### config.mk
export PLATFORM = sky130hd
export DESIGN_NAME = bm_stmt_seq_param
export DESIGN_NICKNAME = d
export VERILOG_FILES = /design/src/rtl/bm_stmt_seq_param_pkg.sv /design/src/rtl/bm_stmt_seq_counter.sv /design/src/rtl/bm_stmt_seq_param.sv
export SDC_FILE = /design/constraint.sdc
export NUM_CORES = 1
export LEC_CHECK = 0
export ABC_AREA = 0
export BUFFER_PORTS_ARGS = -buffer_cell sky130_fd_sc_hd__buf_2
export CAP_MARGIN = 25
export CELL_PAD_IN_SITES_DETAIL_PLACEMENT = 1
export CELL_PAD_IN_SITES_GLOBAL_PLACEMENT = 1
export CORE_ASPECT_RATIO = 0.75
export CORE_MARGIN = 10
export CORE_UTILIZATION = 43
export CTS_BUF_LIST = sky130_fd_sc_hd__clkbuf_4
export DETAILED_ROUTE_END_ITERATION = 8
export PLACE_DENSITY = 0.89
export SETUP_SLACK_MARGIN = 0.1
export SYNTH_ARGS = -nofsm -noshare
export SYNTH_HDL_FRONTEND = slang
export SYNTH_SLANG_ARGS = --single-unit
### constraint.sdc
create_clock -name clock -period 4.1 [get_ports clock]
set_input_delay 0.205 -clock clock [delete_from_list [all_inputs] [get_ports clock]]
set_output_delay 0.205 -clock clock [all_outputs]
set_load 0.02 [all_outputs]
### src/rtl/bm_stmt_seq_param_pkg.sv
// Shared definitions for the bm_stmt_seq_param microbenchmark: FSM state
// encoding and the constants produced by the priority chain.
package bm_stmt_seq_param_pkg;

  typedef enum logic [1:0] {
    ST_IDLE = 2'd0,
    ST_RUN  = 2'd1,
    ST_DONE = 2'd2
  } state_t;

  localparam int OUT2_ONE  = 1;
  localparam int OUT2_FOUR = 4;

endpackage

### src/rtl/bm_stmt_seq_counter.sv
// Start/done counter FSM: counts down from, or up to, a target latched on start.
// busy and done are decoded straight from the state register.
module bm_stmt_seq_counter
  import bm_stmt_seq_param_pkg::*;
#(
  parameter int BITS = 4
) (
  input  logic            clock,
  input  logic            reset_n,
  input  logic [BITS-1:0] a_in,
  input  logic            start,
  input  logic            mode,
  output logic [BITS-1:0] count,
  output logic            busy,
  output logic            done
);

  localparam logic [BITS-1:0] ONE = BITS'(1);

  state_t          state;
  logic [BITS-1:0] target;
  logic            mode_r;
  logic [BITS-1:0] count_inc;
  logic [BITS-1:0] count_dec;

  assign count_inc = count + ONE;
  assign count_dec = count - ONE;

  // NOTE: state is updated with non-blocking assignments so every register
  // in this block samples the pre-edge values, whatever the statement order.
  always_ff @(posedge clock or negedge reset_n) begin
    if (!reset_n) begin
      state  <= ST_IDLE;
      target <= '0;
      mode_r <= 1'b0;
      count  <= '0;
    end else begin
      case (state)
        ST_IDLE: begin
          if (start) begin
            target <= a_in;
            mode_r <= mode;
            count  <= mode ? '0 : a_in;
            state  <= (a_in == '0) ? ST_DONE : ST_RUN;
          end
        end
        ST_RUN: begin
          // Terminal checks look one step ahead, so count never wraps.
          if (!mode_r) begin
            count <= count_dec;
            if (count == ONE) state <= ST_DONE;
          end else begin
            count <= count_inc;
            if (count_inc == target) state <= ST_DONE;
          end
        end
        ST_DONE: state <= ST_IDLE;
        default: state <= ST_IDLE;
      endcase
    end
  end

  assign busy = (state == ST_RUN);
  assign done = (state == ST_DONE);

endmodule

### src/rtl/bm_stmt_seq_param.sv
// Parametrised statement-coverage microbenchmark: complement table, priority
// chain, b_in history shift register and a start/done counter.
module bm_stmt_seq_param
  import bm_stmt_seq_param_pkg::*;
#(
  parameter int BITS  = 4,
  parameter int DEPTH = 4
) (
  input  logic             clock,
  input  logic             reset_n,
  input  logic [BITS-1:0]  a_in,
  input  logic             b_in,
  input  logic             start,
  input  logic             mode,
  output logic [BITS-1:0]  out0,
  output logic             out1,
  output logic [BITS-1:0]  out2,
  output logic             out3,
  output logic [DEPTH-1:0] hist,
  output logic [BITS-1:0]  count,
  output logic             busy,
  output logic             done
);

  always_ff @(posedge clock or negedge reset_n) begin
    if (!reset_n) begin
      out0 <= '0;
      out1 <= 1'b0;
      out2 <= '0;
      out3 <= 1'b0;
      hist <= '0;
    end else begin
      out0 <= ~a_in;
      out1 <= ~b_in;
      hist <= {hist[DEPTH-2:0], b_in};
      // b_in has priority over the a_in zero test.
      if (!b_in) begin
        out3 <= 1'b1;
        out2 <= BITS'(OUT2_ONE);
      end else if (a_in == '0) begin
        out3 <= 1'b0;
        out2 <= BITS'(OUT2_FOUR);
      end else begin
        out3 <= 1'b1;
        out2 <= '0;
      end
    end
  end

  bm_stmt_seq_counter #(
    .BITS (BITS)
  ) u_counter (
    .clock   (clock),
    .reset_n (reset_n),
    .a_in    (a_in),
    .start   (start),
    .mode    (mode),
    .count   (count),
    .busy    (busy),
    .done    (done)
  );

endmodule

[Yosys cells after proc, flatten, opt, wreduce, memory -nomap -nowiden]
Index checks and enable logic that the tools add are counted.
Storage, ports and cells
  bits in registers: 25
  output and inout port bits: 20
  logic and storage cells: 40
Cells by class
  add/subtract/negate cells: 2
  equality and inequality tests: 7
  mux-type cells: 14
  bitwise operators: 2
  reduce and logical (&&, ||, !) cells: 6
Operators with widths (count)
  $mux 4: 4
  $mux 2: 5
  $pmux 4 s2: 1
  $add 4x1->4 const B: 1
  $eq 4x1->1 const B: 1
  $eq 4x4->1: 1
  $logic_not 4->1: 1
  $not 4->4: 1
  $pmux 2 s2: 1
  $reduce_and 2->1: 2
  $sub 4x1->4 const B: 1
  $mux 3: 1
  $ne 3x1->1 const B: 1
  $ne 3x3->1 const B: 1
  $reduce_and 3->1: 1
  $eq 2x1->1 const B: 1
  $eq 2x2->1 const B: 1
  $logic_not 2->1: 1
  $mux 1: 2
  $ne 2x2->1 const B: 1
  $reduce_bool 2->1: 1
  $not 1->1: 1

[Depth between registers and ports, before layout]
Gate-level depths: netlist (run 1).
  depth in word-level cells: 5
  depth in mapped cells: 6
  mapped depth without buffers: 6

[By module]
A second synthesis (run 1) with hierarchy kept.
Second synthesis, totals
  cell total of the unflattened synthesis: 94
  area total of the unflattened synthesis: 1059.8 um^2
By module, submodules not included
  bm_stmt_seq_counter: times used 1, cells each 71, area an instance 719.4 um^2, seq. area each 275.3 um^2
  bm_stmt_seq_param: times used 1, cells each 23, area an instance 340.3 um^2, seq. area each 275.3 um^2

[Worst setup path after synthesis (run 1)]
OpenSTA, ideal clock, no wires.
  kind: register to register
  start: register u_counter.count[0]
  end: register u_counter.state[1]
  library setup time: 0.084 ns
  arrival time: 1.748 ns
  required time: 4.016 ns
  slack: 2.268 ns
  cell stages (with the launch flop): 7
  path through: dfrtp_1 > inv_1 > ha_1 > xnor2_1 > nand3_1 > o311ai_0 > a21boi_0
Between the ends
  cells in the longest elaborated chain, start to end: 4
Ends and longest elaborated chain
  from (decl): RTL line bm_stmt_seq_counter.sv:13  | output logic [BITS-1:0] count,
  from (signal assigned): RTL line bm_stmt_seq_counter.sv:43  | count <= mode ? '0 : a_in;
  from (signal assigned): RTL line bm_stmt_seq_counter.sv:50  | count <= count_dec;
  from (signal assigned): RTL line bm_stmt_seq_counter.sv:53  | count <= count_inc;
  $add 4x1->4: RTL line bm_stmt_seq_counter.sv:26  | assign count_inc = count + ONE;
  $eq 4x4->1: RTL line bm_stmt_seq_counter.sv:54  | if (count_inc == target) state <= ST_DONE;
  $ne 3x3->1 (no source line)
  $reduce_and 3->1 (no source line) *
  to (signal assigned): RTL line bm_stmt_seq_counter.sv:44  | state <= (a_in == '0) ? ST_DONE : ST_RUN;
  to (decl): RTL line bm_stmt_seq_counter.sv:20  | state_t state;
Mark *: on every way between the ends. The rest lies on a longest branch, timed or not.
A chain may end at the register's enable or synchronous reset.

[Worst setup path after layout (run 1)]
Ends and elaborated chain as after synthesis.

==> results of run 1 <==
final cells by class:
cell class	count	area, µm²
clock inverter	1	3.75
fill	271	1080
timing repair buffer	28	150
inverter	11	41.3
tap	34	42.5
multi-input combinational	59	380
sequential	22	551
clock buffer	3	22.5
flip-flops by register name (all words and copies together) (netlist names):
| register | cells |
|---|---|
| u_counter.mode_r | 1 |
| out2 | 2 |
| out3 | 1 |
| u_counter.state | 2 |
| hist | 4 |
| u_counter.count | 4 |
| u_counter.target | 4 |
| out0 | 4 |
cells in the mapped netlist:
library cell | instances | area (µm²)
o21ai_0 | 5 | 25.0
a211oi_2 | 1 | 12.5
conb_1 | 1 | 3.75
ha_1 | 3 | 37.5
a21boi_0 | 1 | 7.51
nand2b_1 | 3 | 18.8
a21oi_1 | 2 | 10.0
buf_4 | 3 | 22.5
nand2_1 | 10 | 37.5
nor2b_1 | 3 | 18.8
and2_1 | 1 | 6.26
nand3_1 | 4 | 20.0
mux2i_1 | 1 | 10.0
o311a_1 | 1 | 10.0
nor4_1 | 1 | 6.26
nand4_1 | 1 | 6.26
xor2_1 | 2 | 17.5
o211ai_1 | 1 | 7.51
or4_4 | 1 | 11.3
or3_1 | 1 | 6.26
dfrtp_1 | 22 | 551
xnor2_1 | 6 | 52.6
buf_2 | 1 | 5.00
nor2_1 | 4 | 15.0
inv_1 | 11 | 41.3
buf_6 | 1 | 11.3
o311ai_0 | 2 | 17.5
o22ai_1 | 1 | 6.26
clkbuf_1 | 2 | 7.51
a31oi_1 | 2 | 12.5
worst register-to-register path, cell delays in order (launching register included):
cell,delay [ns]
dfrtp_1,0.52
inv_1,0.11
ha_1,0.36
xnor2_1,0.18
nand3_1,0.08
o311ai_0,0.46
a21boi_0,0.23
metal layers:
metal / global-route usage / part of all wire / vias to the layer above
li1: - / - / 369
met1: 0.135 / 0.44 / 403
met2: 0.207 / 0.51 / 16
met3: 0.0330 / 0.045 / 2
met4: 0.0554 / 0.0031 / 0
met5: 0 / 0 / -
power by group:
group / switching, mW / internal (mW)
Sequential: 0.0824 / 0.275
Combinational: 0.225 / 0.163
Clock: 0.0633 / 0.0355
worst max-delay path by stage:
stage | from | to | slack, ns | cells past startpoint
2_1_floorplan | u_counter.count[0] | u_counter.state[1] | 2.27 | 6
3_3_place_gp | u_counter.count[0] | u_counter.state[1] | 2.30 | 6
3_5_place_dp | u_counter.count[0] | u_counter.state[0] | 2.12 | 6
4_1_cts | u_counter.count[0] | u_counter.state[1] | 2.09 | 6
5_1_grt | u_counter.count[0] | u_counter.state[1] | 1.94 | 6
6_report | u_counter.count[0] | u_counter.state[1] | 2.09 | 6
cell families (layout without fill, tap and decap cells):
| kind of cell | after synthesis | in the layout | share of synthesized area |
|---|---|---|---|
| AO/OA/AOI/OAI | 16 | 16 | 0.107 |
| XOR/XNOR | 8 | 8 | 0.0691 |
| adder cells (fa/ha/maj) | 3 | 3 | 0.0370 |
| buffers and inverters | 18 | 43 | 0.0863 |
| flip-flops | 22 | 22 | 0.543 |
| multiplexers | 1 | 1 | 0.00986 |
| other | 1 | 2 | 0.00370 |
| AND/OR/NAND/NOR | 29 | 29 | 0.144 |
metrics by stage:
stage | setup WS, ns | hold WS (ns) | cell area, µm² | utilization
2_1_floorplan | 2.27 | -0.0906 | 1020 | -
6_report | 2.09 | 0.0866 | 1190 | 0.525
4_1_cts | 2.09 | 0.0163 | 1180 | 0.520
3_5_place_dp | 2.12 | 0.200 | 1140 | 0.504
3_3_place_gp | 2.30 | 0.190 | 1140 | 0.504
5_1_grt | 1.94 | 0.0733 | 1190 | 0.525
==> flow_metrics.env, run 1 <==
export IMPL_status="finished, final reports clean"
export IMPL_gp_congestion=0.856
export IMPL_rrSetupSlack_ns=2.09
export IMPL_path_class="flip-flop to flip-flop"
export IMPL_htreeDepth=1
export IMPL_clock_sinks=22
export IMPL_drc=0
export IMPL_post_drt_wl_per_cell_um=16.6
export IMPL_layout_commonest_cell="buf_2"
export IMPL_cts_resized=0
export IMPL_dp_hpwl_mm=2.05
export IMPL_cp_num_buf_inv=1
export IMPL_ys_ff_latch=22
export IMPL_critPathTopFamily="compound AO/OA/AOI/OAI gates"
export IMPL_min_to="out0[2]"
export IMPL_r2r_start="u_counter.count[0]"
export IMPL_reg2reg_depth=6
export IMPL_relSlewSlack=0.660
export IMPL_path_cells="inv_1, ha_1, xnor2_1, nand3_1, o311ai_0, a21boi_0"
export IMPL_clk_pin_slew_worst_paths_ns=0.12
export IMPL_coreArea_mm2=0.00227
export IMPL_slowest_delay_ns=0.52
export IMPL_arrival_ns=2.24
export IMPL_power_leakage_nw=0.581
export IMPL_wirelength_mm=2.62
export IMPL_grt_pass1_wl_mm=4.44
export IMPL_die_h_um=62.1
export IMPL_diodes=0
export IMPL_postRouteAntennaNets=0
export IMPL_synth_area_mm2=0.00101
export IMPL_cap_violations=0
export IMPL_total_power_mw=0.844
export IMPL_postSynthCellCount=98
export IMPL_track_usage=0.118
export IMPL_drt_pre_antenna_iters=4
export IMPL_cts_hold_buffers=1
export IMPL_required_ns=4.34
export IMPL_setup_violations_final=0
export IMPL_worst_pin_slew_ns=0.505
export IMPL_root_buffer="clkbuf_4"
export IMPL_fin_nets=137
export IMPL_drt_vias_per_instance=5.00
export IMPL_fin_cells=158
export IMPL_finClkSkew_ns=0.00899
export IMPL_grt_pass1_vias=890
export IMPL_initial_core_util=0.447
export IMPL_area_growth_pct=17.4
export IMPL_post_cts_repair_setup_buffers=0
export IMPL_min_path_type="input pin to flip-flop"
export IMPL_clock_latency_ns=0.31
export IMPL_synth_cell_types=30
export IMPL_drv_slew=0
export IMPL_power_density_mw_per_mm2=709
export IMPL_dr_total_vias=790
export IMPL_holdPathStages=2
export IMPL_drtIter0Drc=21
export IMPL_yosysSeqAreaShare=0.543
export IMPL_layout_common_cells="buf_2, dfrtp_1, inv_1, nand2_1, xnor2_1"
export IMPL_grt_max_degree=23
export IMPL_antenna_found_initial=0
export IMPL_hold_violations=0
export IMPL_max_vdd_ir_drop_v=0.000218
export IMPL_rows=15
export IMPL_hp_start="a_in[2]"
export IMPL_rsz0062_at_grt="no"
export IMPL_clockBufferDepth=2
export IMPL_fin_crit_ns=2.01
export IMPL_die_x_um=76.1
export IMPL_path_max_fanout=9
export IMPL_port_buffers=26
export IMPL_place_inst=152
export IMPL_max_freq_mhz=499
export IMPL_r2r_end="u_counter.state[1]"
export IMPL_io_pins=29
export IMPL_cp_start_kind="flip-flop"
export IMPL_endpoint_kind="flip-flop"
export IMPL_ys_warn_count=0
export IMPL_cts_tree="yes"
export IMPL_finalSetupTns_ns=0
export IMPL_die_area_mm2=0.00472
export IMPL_numCtsBuffers=3
export IMPL_overflow=0
export IMPL_drive_gt1_frac=0.250
export IMPL_timing_final_crit_share=0.489
export IMPL_cp_slowest_cell="dfrtp_1"
export IMPL_syn_avg_cell_area_um2=10.4
Power figures use the tool's default switching activity.
==> run 2: changes to the inputs <==
--- a/config.mk
+++ b/config.mk
@@ -5,17 +5,17 @@
 export SDC_FILE = /design/constraint.sdc
 export NUM_CORES = 1
 export LEC_CHECK = 0
-export ABC_AREA = 0
+export ABC_AREA = 1
 export BUFFER_PORTS_ARGS = -buffer_cell sky130_fd_sc_hd__buf_2
 export CAP_MARGIN = 25
 export CELL_PAD_IN_SITES_DETAIL_PLACEMENT = 1
 export CELL_PAD_IN_SITES_GLOBAL_PLACEMENT = 1
 export CORE_ASPECT_RATIO = 0.75
 export CORE_MARGIN = 10
-export CORE_UTILIZATION = 43
+export CORE_UTILIZATION = 36
 export CTS_BUF_LIST = sky130_fd_sc_hd__clkbuf_4
 export DETAILED_ROUTE_END_ITERATION = 8
-export PLACE_DENSITY = 0.89
+export PLACE_DENSITY = 0.81
 export SETUP_SLACK_MARGIN = 0.1
 export SYNTH_ARGS = -nofsm -noshare
 export SYNTH_HDL_FRONTEND = slang
==> constraint.sdc (replaced) <==
create_clock -name clock -period 1.7 [get_ports clock]
set_input_delay 0.085 -clock clock [delete_from_list [all_inputs] [get_ports clock]]
set_output_delay 0.085 -clock clock [all_outputs]
set_load 0.02 [all_outputs]
==> run 2 against run 1 <==
- combinational power grew to 3.4 times the previous value
- wire length grew 9.9%
- maximum frequency grew 39%
- flip-flop and latch count is the same
- count of clock-buffer cells in the layout is the same
- total power grew to 2.8 times the previous value
- clock skew shrank 0.0034 ns
- utilization shrank 6.1 points
- highest routed layer unchanged
==> flow_metrics.env, run 2 <==
export IMPL_synth_largest_area_cell="dfrtp_1"
export IMPL_rows=17
export IMPL_synth_xor_area_share=0.0160
export IMPL_required_ns=1.96
export IMPL_die_h_um=67.8
export IMPL_hold_violations=0
export IMPL_clock_sinks=22
export IMPL_hp_start="mode"
export IMPL_fin_crit_ns=1.44
export IMPL_htreeDepth=1
export IMPL_arrival_ns=1.70
export IMPL_dpl_instance_area_mm2=0.00125
export IMPL_total_power_mw=2.37
export IMPL_cp_start_kind="flip-flop"
export IMPL_path_class="flip-flop to flip-flop"
export IMPL_io_pins=29
export IMPL_syn_avg_cell_area_um2=8.70
export IMPL_clock_latency_ns=0.32
export IMPL_antenna_found_initial=0
export IMPL_critPathLaunch="u_counter.count[0]"
export IMPL_yosysSeqAreaShare=0.502
export IMPL_ys_ff_latch=22
export IMPL_cts_tree="yes"
export IMPL_min_path_type="input pin to flip-flop"
export IMPL_die_area_mm2=0.00567
export IMPL_synthTopCellsByArea="dfrtp_1, nand2_1, inv_1"
export IMPL_drv_slew=0
export IMPL_place_inst=188
export IMPL_drt_vias_per_instance=4.70
export IMPL_synth_top_family_by_area="simple AND/OR/NAND/NOR gates"
export IMPL_max_freq_mhz=695
export IMPL_timing_final_crit_share=0.847
export IMPL_synth_edf_count=0
export IMPL_fill_cells=365
export IMPL_clk_pin_slew_worst_paths_ns=0.13
export IMPL_fin_nets=174
export IMPL_rsz0062_at_grt="no"
export IMPL_grt_pass1_vias=986
export IMPL_synth_area_mm2=0.00110
export IMPL_synth_cell_types=25
export IMPL_coreArea_mm2=0.00294
export IMPL_setup_violations_final=0
export IMPL_fin_cells=199
export IMPL_diodes=0
export IMPL_layout_commonest_cell="buf_2"
export IMPL_power_density_mw_per_mm2=1750
export IMPL_max_vdd_ir_drop_v=0.000652
export IMPL_post_drt_wl_per_cell_um=14.5
export IMPL_initial_core_util=0.373
export IMPL_die_x_um=83.7
export IMPL_synth_fa_ha_area_frac=0.0342
export IMPL_r2r_start="u_counter.count[0]"
export IMPL_drc=0
export IMPL_ys_warn_count=0
export IMPL_path_max_fanout=5
export IMPL_numCtsBuffers=3
export IMPL_track_usage=0.107
export IMPL_drt_pre_antenna_iters=4
export IMPL_power_leakage_nw=0.730
export IMPL_async_reset_ff_frac=1.00
export IMPL_finClkSkew_ns=0.00563
export IMPL_postRouteAntennaNets=0
export IMPL_endpoint_kind="flip-flop"
export IMPL_yosysMostFrequentCell="nand2_1"
export IMPL_layout_common_cells="buf_2, nand2_1, dfrtp_1, inv_1, o21ai_0"
export IMPL_dp_hpwl_mm=2.30
export IMPL_finalSetupTns_ns=0
export IMPL_synth_area_mux_share=0
export IMPL_rrSetupSlack_ns=0.26
export IMPL_dr_total_vias=936
export IMPL_synth_simple_area_share=0.225
export IMPL_gp_congestion=0.847
export IMPL_netlist_top_cells_count="nand2_1, dfrtp_1, inv_1, o21ai_0, nand3_1"
export IMPL_synth_top_area_share=0.502
export IMPL_cap_violations=0
export IMPL_postSynthCellCount=126
export IMPL_overflow=0
export IMPL_hold_ws_ns=0.0771
export IMPL_port_buffers=26
export IMPL_synth_compound_area_frac=0.0959
export IMPL_drive_gt1_frac=0.304
export IMPL_clockBufferDepth=2
export IMPL_wirelength_mm=2.88
export IMPL_grt_max_degree=23
export IMPL_area_growth_pct=24.1
export IMPL_fin_area_mm2=0.00136
export IMPL_ys_flop_type="dfrtp_1"
export IMPL_root_buffer="clkbuf_4"
export IMPL_grt_pass1_wl_mm=4.92
export IMPL_drtIter0Drc=22
export IMPL_status="finished, final reports clean"
## run 2: cell count changes after synthesis, sizes merged, moves of 2 or more
cell,delta
nand2b,-3
clkbuf,-2
nand2,+17
o311ai,-2
nor2b,-3
o21ai,+6
a22oi,+2
nand3,+6
nor2,+6
xnor2,-4
inv,+16
xor2,-2
## run 2: per-stage QoR
stage          setup WS (ns)   util
2_1_floorplan          0.144      -
3_3_place_gp           0.285  0.426
3_5_place_dp           0.197  0.426
4_1_cts                0.177  0.456
5_1_grt                0.141  0.463
6_report               0.260  0.463
## run 2: kinds of logic after synthesis
kind of cell,count (synthesis)
AO/OA/AOI/OAI,19
adder cells (fa/ha/maj),3
other,1
buffers and inverters,31
AND/OR/NAND/NOR,48
flip-flops,22
XOR/XNOR,2
## run 2: power by group
| group | internal [mW] | total, mW | switching [mW] |
|---|---|---|---|
| clock | 0.0860 | 0.250 | 0.164 |
| sequential | 0.666 | 0.818 | 0.152 |
| combinational | 0.487 | 1.31 | 0.818 |
| total | 1.24 | 2.37 | 1.13 |
## run 2: critical path: stages (launching register included)
cell and delay [ns]:
dfrtp_1 0.41, buf_4 0.16, ha_2 0.20, inv_1 0.07, nand2_1 0.07, nand3_1 0.07, nand2_1 0.06, inv_1 0.06
nand3_1 0.06, nand2_1 0.07, nand2_1 0.06, nor2_2 0.08
## run 2: final timing paths
kind	endpoint	cells past startpoint
max	u_counter.state[1]	11
min	u_counter.mode_r	3
max reg2reg	u_counter.state[1]	11
min reg2reg	hist[3]	0
max in group asynchronous	u_counter.count[1]	2
min in group asynchronous	out0[1]	2
## run 2: layout make-up
class / count / area, µm² / share of cell area
clock buffers: 3 / 22.5 / 0.0166
clock inverters: 1 / 3.75 / 0.00276
inverters: 27 / 101 / 0.0745
multi-input cells: 74 / 429 / 0.316
flip-flops and latches: 22 / 551 / 0.405
well taps: 38 / 47.5 / 0.0350
repair buffers: 34 / 205 / 0.151
## run 2: routing by layer
metal  vias to the layer above  GRT usage  wire length, µm
met3                         3     0.0349              123
met4                         0     0.0188               13
met1                       462      0.133             1380
li1                        453          -                -
met2                        18      0.182             1360
met5                         -          0                0
## run 2: timing repair
| item | 4_1_cts | 5_1_grt |
|---|---|---|
| endpoints found under the hold margin | 29 | 0 |
| resized for setup | 0 | 2 |
| buffers inserted | 0 | 1 |
| hold buffers | 6 | 0 |
| endpoints found under the setup margin | 0 | 2 |
==> run 3: changes to the inputs <==
==> constraint.sdc (replaced) <==
create_clock -name clock -period 1.3 [get_ports clock]
set_input_delay 0.065 -clock clock [delete_from_list [all_inputs] [get_ports clock]]
set_output_delay 0.065 -clock clock [all_outputs]
set_load 0.02 [all_outputs]
==> run 3 against run 2 <==
- the run now ends with negative setup slack left
- via count increased by 8.4%
- die area unchanged
- sequential share of layout area decreased by 5.3 points
- final cell count increased by 7.0%
- first-iteration DRC count increased to 3.0 times the previous value
- non-clock buffer count increased by 14
- total power increased by 74%
- sequential power increased by 37%
- global-route usage increased by 1.3 points
- largest power group unchanged
- register-to-register slack got worse by 0.43 ns
- flip-flop and latch count unchanged
- final area increased by 16%
==> flow_metrics.env, run 3 (synthesis results as in run 2) <==
export IMPL_status="finished with violations"
export IMPL_violations="negative setup slack"
export IMPL_die_x_um=83.7
export IMPL_arrival_ns=1.72
export IMPL_power_density_mw_per_mm2=2620
export IMPL_critPathTopFamily="simple AND/OR/NAND/NOR gates"
export IMPL_track_usage=0.120
export IMPL_cpMostUsedCell="nand2_2"
export IMPL_timing_final_crit_share=1.13
export IMPL_p_sw_mw=1.89
export IMPL_p_int_mw=2.25
export IMPL_combPwrFrac=0.599
export IMPL_drt_vias_per_instance=4.77
export IMPL_r2r_start="u_counter.count[1]"
export IMPL_relSlewSlack=0.666
export IMPL_root_buffer="clkbuf_4"
export IMPL_cp_num_buf_inv=2
export IMPL_cp_depth=10
export IMPL_worst_pin_slew_ns=0.500
export IMPL_clock_sinks=22
export IMPL_hold_violations=0
export IMPL_seqCellArea_um2=556
export IMPL_wirelength_mm=3.72
export IMPL_max_freq_mhz=680
export IMPL_post_drt_wl_per_cell_um=17.5
export IMPL_die_area_mm2=0.00567
export IMPL_drv_slew=0
export IMPL_fin_nets=188
export IMPL_clk_pin_slew_worst_paths_ns=0.14
export IMPL_setup_violations_final=3
export IMPL_setup_ws_ns=-0.170
export IMPL_dp_hpwl_mm=2.39
export IMPL_cts_tree="yes"
export IMPL_numCtsBuffers=3
export IMPL_clockBufferDepth=2
export IMPL_holdPathStages=3
export IMPL_power_leakage_nw=0.816
export IMPL_overflow=0
export IMPL_seq_power_share=0.271
export IMPL_postRouteAntennaNets=0
export IMPL_max_vdd_ir_drop_v=0.00115
export IMPL_drc=0
export IMPL_dr_total_vias=1015
export IMPL_coreArea_mm2=0.00294
export IMPL_min_path_type="input pin to flip-flop"
export IMPL_endpoint_kind="flip-flop"
export IMPL_path_max_fanout=3
export IMPL_hold_ws_ns=0.0712
export IMPL_area_growth_pct=43.9
export IMPL_multi_input_area_um2=494
export IMPL_rsz0062_at_grt="yes"
export IMPL_htreeDepth=1
export IMPL_drt_pre_antenna_iters=4
export IMPL_fin_crit_ns=1.47
export IMPL_grt_pass1_vias=1120
export IMPL_finalSetupTns_ns=-0.322
export IMPL_gp_congestion=0.791
export IMPL_grt_max_degree=23
export IMPL_total_power_mw=4.14
export IMPL_cp_start_kind="flip-flop"
export IMPL_slowest_delay_ns=0.43
export IMPL_port_buffers=26
export IMPL_antenna_found_initial=0
export IMPL_p_clk_frac=0.130
export IMPL_finClkSkew_ns=0.0178
export IMPL_io_pins=29
export IMPL_critPathLaunch="u_counter.count[1]"
export IMPL_finalCoreUtilization=0.538
export IMPL_cap_violations=0
export IMPL_initial_core_util=0.373
export IMPL_drive_gt1_frac=0.486
export IMPL_diodes=0
export IMPL_layout_commonest_cell="buf_2"
export IMPL_drtIter0Drc=67
export IMPL_path_cells="inv_2, ha_4, inv_2, nand2_2, nand3_2, nor2_4, nand3_2, nand2_2, nand2_2, nor2_2"
export IMPL_layout_common_cells="buf_2, nand2_1, dfrtp_1, buf_4, inv_1"
export IMPL_path_class="flip-flop to flip-flop"
export IMPL_place_ws_ns=-0.0722
export IMPL_grt_pass1_wl_mm=5.46
export IMPL_required_ns=1.55
export IMPL_reg2reg_depth=10
export IMPL_hp_start="start"
export IMPL_clock_latency_ns=0.32
export IMPL_p_sw_frac=0.456
export IMPL_fill_cells=353
export IMPL_cp_slowest_cell="dfrtp_2"
export IMPL_die_h_um=67.8
export IMPL_rows=17
## run 3: changes by cell type in the layout (fill, tap and decap cells not counted), sizes merged
cell,previous run,this run
buf,28,42
bufinv,0,1
clkinv,1,0
## run 3: worst paths after layout
check	endpoint	slack, ns
setup / recovery	u_counter.state[1]	-0.17
hold / removal	u_counter.state[0]	0.07
setup reg to reg	u_counter.state[1]	-0.17
hold reg to reg	hist[2]	0.39
max in group asynchronous	u_counter.count[0]	0.69
min in group asynchronous	hist[0]	0.25
## run 3: stage by stage
stage	cells	instance area [µm²]
floorplan	127	1110
global placement	192	1300
detailed placement	192	1300
CTS	205	1470
global route	213	1580
finish	213	1580
## run 3: worst reg2reg max path: cells and delay by family (launching register included)
family,cells,cell delay [ns]
buffers and inverters,2,0.11
flip-flops,1,0.43
AND/OR/NAND/NOR,7,0.57
adder cells (fa/ha/maj),1,0.29
## run 3: layout make-up
class / instances / area share
flip-flops and latches: 22 / 0.352
clock inverters: 1 / 0.0190
inverters: 27 / 0.0690
multi-input cells: 74 / 0.313
well taps: 38 / 0.0301
clock buffers: 3 / 0.0143
repair buffers: 48 / 0.202
## run 3: power by group through the flow
stage / sequential [mW] / clock [mW] / combinational [mW]
finish: 1.12 / 0.536 / 2.48
global route: 1.15 / 0.578 / 2.70
CTS: 1.09 / 0.547 / 2.11
detailed placement: 1.09 / 0 / 1.80
global placement: 1.09 / 0 / 1.69
floorplan: 1.14 / 0 / 1.17
## run 3: routing by layer
| metal | share of wire | routed length (µm) | GRT usage | up-vias |
|---|---|---|---|---|
| met5 | 0 | 0 | 0 | - |
| met4 | 0.015 | 55 | 0.0250 | 0 |
| met3 | 0.033 | 121 | 0.0300 | 4 |
| met2 | 0.56 | 2070 | 0.246 | 18 |
| met1 | 0.40 | 1470 | 0.123 | 512 |
| li1 | - | - | - | 481 |
## run 3: timing repair
action | in CTS | in global routing
gates cloned | 0 | 0
pin swaps | 8 | 4
hold buffers | 6 | 0
resized for setup | 16 | 14
endpoints found under the hold margin | 32 | 0
endpoints found under the setup margin | 7 | 7
setup buffers | 3 | 8
